### src/rtl/ysyx_22041207_seq_divider.sv
// Sequential restoring divider: one shift-subtract step per cycle on operand magnitudes,
// with sign fix-up at the end and a short path for divide-by-zero and signed overflow.
`timescale 1ns/1ps
module ysyx_22041207_seq_divider #(
   parameter int XLEN = 64
) (
   input  logic            clk,
   input  logic            rst,
   input  logic            in_valid,
   input  logic            flush,
   input  logic [XLEN-1:0] dividend,
   input  logic [XLEN-1:0] divisor,
   input  logic            div_signed,
   output logic            in_ready,
   output logic            out_valid,
   output logic [XLEN-1:0] quotient,
   output logic [XLEN-1:0] remainder
);

   typedef enum logic [1:0] {
      IDLE = 2'd0,
      BUSY = 2'd1,
      DONE = 2'd2
   } state_t;

   localparam logic [XLEN-1:0] MIN_NEG = {1'b1, {(XLEN-1){1'b0}}};

   state_t          state, state_nxt;
   logic [6:0]      cnt;
   logic [XLEN-1:0] dvd_q;      // original dividend, needed by the divide-by-zero result
   logic [XLEN-1:0] quo_sr;     // dividend magnitude shifting out, quotient bits shifting in
   logic [XLEN-1:0] dvs_mag;
   logic [XLEN-1:0] part_rem;
   logic            neg_q, neg_r;
   logic            div_zero_q, ovf_q;

   logic            accept;
   logic [XLEN-1:0] dvd_mag_in, dvs_mag_in;
   logic [XLEN:0]   shifted, diff;

   assign in_ready  = (state == IDLE);
   assign out_valid = (state == DONE);
   assign accept    = in_valid && in_ready && !flush;

   assign dvd_mag_in = (div_signed && dividend[XLEN-1]) ? -dividend : dividend;
   assign dvs_mag_in = (div_signed && divisor[XLEN-1])  ? -divisor  : divisor;

   // One restoring step: a clear borrow bit means the trial subtraction fits.
   assign shifted = {part_rem, quo_sr[XLEN-1]};
   assign diff    = shifted - {1'b0, dvs_mag};

   always_ff @(posedge clk) begin
      if (rst) state <= IDLE;
      else     state <= state_nxt;
   end

   // NOTE: every combinational output gets a default first, so no path can infer a latch.
   always_comb begin
      state_nxt = state;
      case (state)
         IDLE:    if (accept) state_nxt = BUSY;
         BUSY:    if (div_zero_q || ovf_q || cnt[6]) state_nxt = DONE;
         DONE:    state_nxt = IDLE;
         default: state_nxt = IDLE;
      endcase
      if (flush) state_nxt = IDLE;
   end

   // NOTE: registered state uses non-blocking assignments only; results and working
   // registers are cleared by reset because quotient/remainder must read zero afterwards.
   always_ff @(posedge clk) begin
      if (rst) begin
         cnt        <= '0;
         dvd_q      <= '0;
         quo_sr     <= '0;
         dvs_mag    <= '0;
         part_rem   <= '0;
         neg_q      <= 1'b0;
         neg_r      <= 1'b0;
         div_zero_q <= 1'b0;
         ovf_q      <= 1'b0;
         quotient   <= '0;
         remainder  <= '0;
      end else if (accept) begin
         cnt        <= '0;
         dvd_q      <= dividend;
         quo_sr     <= dvd_mag_in;
         dvs_mag    <= dvs_mag_in;
         part_rem   <= '0;
         neg_q      <= div_signed && (dividend[XLEN-1] ^ divisor[XLEN-1]);
         neg_r      <= div_signed && dividend[XLEN-1];
         div_zero_q <= (divisor == '0);
         ovf_q      <= div_signed && (dividend == MIN_NEG) && (divisor == '1);
      end else if (state == BUSY && !flush) begin
         // Special cases resolve on the first busy edge; an aborted run never writes results.
         if (div_zero_q) begin
            quotient  <= '1;
            remainder <= dvd_q;
         end else if (ovf_q) begin
            quotient  <= dvd_q;
            remainder <= '0;
         end else if (cnt[6]) begin
            quotient  <= neg_q ? -quo_sr   : quo_sr;
            remainder <= neg_r ? -part_rem : part_rem;
         end else begin
            if (!diff[XLEN]) begin
               part_rem <= diff[XLEN-1:0];
               quo_sr   <= {quo_sr[XLEN-2:0], 1'b1};
            end else begin
               part_rem <= shifted[XLEN-1:0];
               quo_sr   <= {quo_sr[XLEN-2:0], 1'b0};
            end
            cnt <= cnt + 7'd1;
         end
      end
   end

endmodule

### config.mk
export PLATFORM = sky130hd
export DESIGN_NAME = ysyx_22041207_seq_divider
export DESIGN_NICKNAME = d
export VERILOG_FILES = /design/src/rtl/ysyx_22041207_seq_divider.sv
export SDC_FILE = /design/constraint.sdc
export NUM_CORES = 1
export LEC_CHECK = 0
export CAP_MARGIN = 30
export CORE_UTILIZATION = 49
export DETAILED_ROUTE_END_ITERATION = 10
export GPL_TIMING_DRIVEN = 0
export PLACE_DENSITY = 0.8
export SYNTH_ARGS = -nofsm -noshare
export SYNTH_HDL_FRONTEND = slang
export SYNTH_SLANG_ARGS = --single-unit
### constraint.sdc
create_clock -name clk -period 3.8 [get_ports clk]
set_input_delay 0.76 -clock clk [delete_from_list [all_inputs] [get_ports clk]]
set_output_delay 0.76 -clock clk [all_outputs]
set_load 0.005 [all_outputs]
==> run_results.csv <==
group,metric,value,unit
power_and_ir_drop,pwr_density_cell,366.9,nW/um^2
layout,nFillCells,4459,
sta,finalHoldViolCount,0,
clocking,clockBufferDepth,3,
clocking,cts_buffers,44,
yosys,async_flop_share,0,%
global_routing,top_usage_layer,"met2",
hold_path,hp-class,"reg -> reg",
floorplanning,chipHeight,228.5,um
critical_path,cp_max_fo,6,
clocking,cts_tree,"built",
layout,utilization,62.37,%
sta,final_max_slew_viol_count,0,
layout,seqCellArea,8004,sq um
route,drt_first_pass_iters,7,
floorplanning,fp.coreArea,50380,sq um
sta,skew,0.02765,ns
sta,setup_viol,16,
yosys,syn_area,25130,sq um
yosys,synth_area_leader_cell,"dfxtp_1",
sta,slew_headroom,23.82,%
layout,multiInputGateArea,16790,sq um
place,place_ws,-1.518,ns
route,wl,99.20,mm
yosys,seq_area_frac_synth,31.62,%
floorplanning,start_util,49.89,%
global_routing,grt_util_met3,8.371,%
sta,min_period,3.983,ns
yosys,ys.flop_type,"dfxtp_1",
status,violations,"negative setup slack",
critical_path,worstSetupStartpointType,"flip-flop",
floorplanning,io_pins,263,
yosys,yosys-top-cells-count,"509 x nor2_1, 397 x dfxtp_1, 357 x nand2_1",
sta,tightest_slew,1.143,ns
power_and_ir_drop,peakVddDrop,0.2978,mV
power_and_ir_drop,leakage,0.01150,uW
clocking,cts.clk_slew.worst_paths,0.06,ns
yosys,yosys_warnings,0,
sta,setup_ws,-0.1832,ns
critical_path,slowest_stage,"or4_4",
sta,holdWs,0.4739,ns
run,cap_violations,0,
global_routing,grt_max_degree,16,
floorplanning,dieArea,52200,sq um
critical_path,cp_common_cell,"or4_4",
yosys,ys_types,76,
global_routing,grt_use_total,36.37,%
route,drc,0,
clocking,cts-hold-fix-buffers,0,
sta,fin_crit_sh,104.8,%
global_routing,globalRouteMet2Util,58.62,%
sta,rsz0062_at_grt,"yes",
critical_path,cp.arrival,4.48,ns
layout,fin_nets,3912,
route,initialDrtViolationCount,3043,
place,dp_hpwl,76.11,mm
yosys,ys_seq_elements,397,
floorplanning,die_w,228.5,um
route,ant_nets,0,
critical_path,critPathMaxStageDelay,0.51,ns
layout,drive_gt1_share,8.775,%
clocking,cts.sinks,397,
place,portBuffers,262,
yosys,synthesis.nets,3571,
clocking,clockRootBuffer,"clkbuf_16",
route,viasPerCell,6.250,
yosys,yosys-top-cells-area,"dfxtp_1 32%, nor2_1 7.6%, xnor2_1 5.5%",
yosys,synth.most_common_cell,"nor2_1",
status,status,"finished with violations",
power_and_ir_drop,total_power,11530,uW
global_routing,grt_overflow_total,0,
global_routing,antenna_found_initial,3,
critical_path,critPathCaptureType,"flip-flop",
place,place.gp.congestion,1.019,
global_routing,grt_pass1_vias,25540,
route,wl_per_cell,22.49,um
layout,areaGrowthSynthToFinish,25.03,%
clocking,clock_latency,0.61,ns
sta,fmax,0.2511,GHz
yosys,avgSynthCellArea,7.464,sq um
critical_path,crit_required,4.29,ns
route,vias,27570,
global_routing,use_met1,45.26,%
yosys,synth-edff-count,0,
critical_path,worst-setup-path-type,"reg -> reg",
clocking,cts_max_level,2,
critical_path,crit_path_cell_trace,"or4_4 > or4_4 > nor4_4 > buf_4 > nand3_4 > or4_4 > or2_1 > or3_4 > nand2b_4 > o41ai_4 > xor2_1 > a2111oi_0",
yosys,synth_top_area_share,31.62,%
floorplanning,rows,82,
yosys,synthCells,3367,
global_routing,grt_pass1_wl,148.5,mm
power breakdown:
group          internal, uW  switching, uW
Clock                  2370           1900
Combinational          1060           1660
Sequential             4310            226
final cells by class:
class	count	share of cell area [%]
repair buffers	309	9.605
flip-flops and latches	397	25.47
multi-input cells	2616	53.42
inverters	104	1.242
clock buffers	54	3.783
clock inverters	22	0.6530
plain buffers	236	3.138
diodes	1	0.007964
well taps	672	2.676
placed cells by master, fill, tap and decap left out, types with 13 or more instances in the layout:
| cell | n |
|---|---|
| a2111oi_0 | 16 |
| a211oi_1 | 127 |
| a21o_1 | 33 |
| a21oi_1 | 237 |
| a221oi_1 | 51 |
| a221oi_2 | 13 |
| a311oi_1 | 41 |
| a31oi_1 | 19 |
| buf_1 | 16 |
| buf_4 | 40 |
| clkbuf_1 | 202 |
| clkbuf_16 | 44 |
| clkdlybuf4s50_1 | 253 |
| dfxtp_1 | 374 |
| ha_1 | 66 |
| inv_1 | 104 |
| mux2i_1 | 33 |
| nand2_1 | 353 |
| nand2b_1 | 21 |
| nand3_1 | 26 |
| nand4_1 | 46 |
| nor2_1 | 505 |
| nor3_1 | 149 |
| nor4_1 | 19 |
| o211ai_1 | 15 |
| o21ai_0 | 154 |
| o21bai_1 | 16 |
| o31ai_1 | 48 |
| o41ai_1 | 22 |
| or3_1 | 44 |
| or4_1 | 19 |
| or4_4 | 17 |
| xnor2_1 | 149 |
| xor2_1 | 114 |
path summary, 6_finish.rpt:
kind / from / end / slack [ns] / depth (start not counted)
worst min-delay path: dvs_mag[57] / dvs_mag[57] / 0.47 / 2
worst max-delay path: quo_sr[12] / quotient[61] / -0.18 / 12
worst max register to register: quo_sr[12] / quotient[61] / -0.18 / 12
worst min register to register: dvs_mag[57] / dvs_mag[57] / 0.47 / 2
per-layer routing:
metal	wire (um)	vias to the layer above
met5	12	-
met4	5482	2
met3	10590	343
met2	44140	1647
met1	38990	12790
li1	-	12780
stage by stage:
stage | std cells | area [sq um] | TNS [ns]
finish | 4411 | 31420 | -0.9110
global route | 4410 | 31420 | -2.885
CTS | 4401 | 30870 | -1.216
detailed placement | 4305 | 28660 | -144.15
global placement | 4301 | 28620 | -206.22
floorplan | 3367 | 25150 | -0.01200
worst max-delay path, delay by kind of cell (launching register included):
kind,cells,cell delay [ns]
buf+inv,1,0.17
simple gates,8,2.54
flops,1,0.36
xor+xnor,1,0.16
compound gates,2,0.63
registers in the layout, indices dropped and copies added, names as in the netlist:
signal and cells:
dvd_q 64, dvs_mag 64, part_rem 64, quo_sr 64, quotient 64, remainder 64, cnt 7, state 2
div_zero_q 1, neg_q 1, neg_r 1, ovf_q 1
logic make-up (layout without fill, tap and decap cells):
group	after synthesis	in the layout	share of synthesized area, %
AOI/OAI and AO/OA	928	928	24.77
xor gates and xnor gates	274	274	9.549
adders and majority gates	71	71	3.565
buffers and inverters	354	725	5.312
DFF	397	397	31.62
muxes	34	34	1.359
other	0	1	0
and+or+nand+nor	1309	1309	23.82
what timing repair did:
action	4_1_cts	5_1_grt
resized for setup	170	122
pin swaps	47	38
setup buffers	28	15
gates cloned	0	0
endpoints found under the hold margin	0	0
endpoints found under the setup margin	138	130
Note: power is estimated with default switching activity, not from simulation.
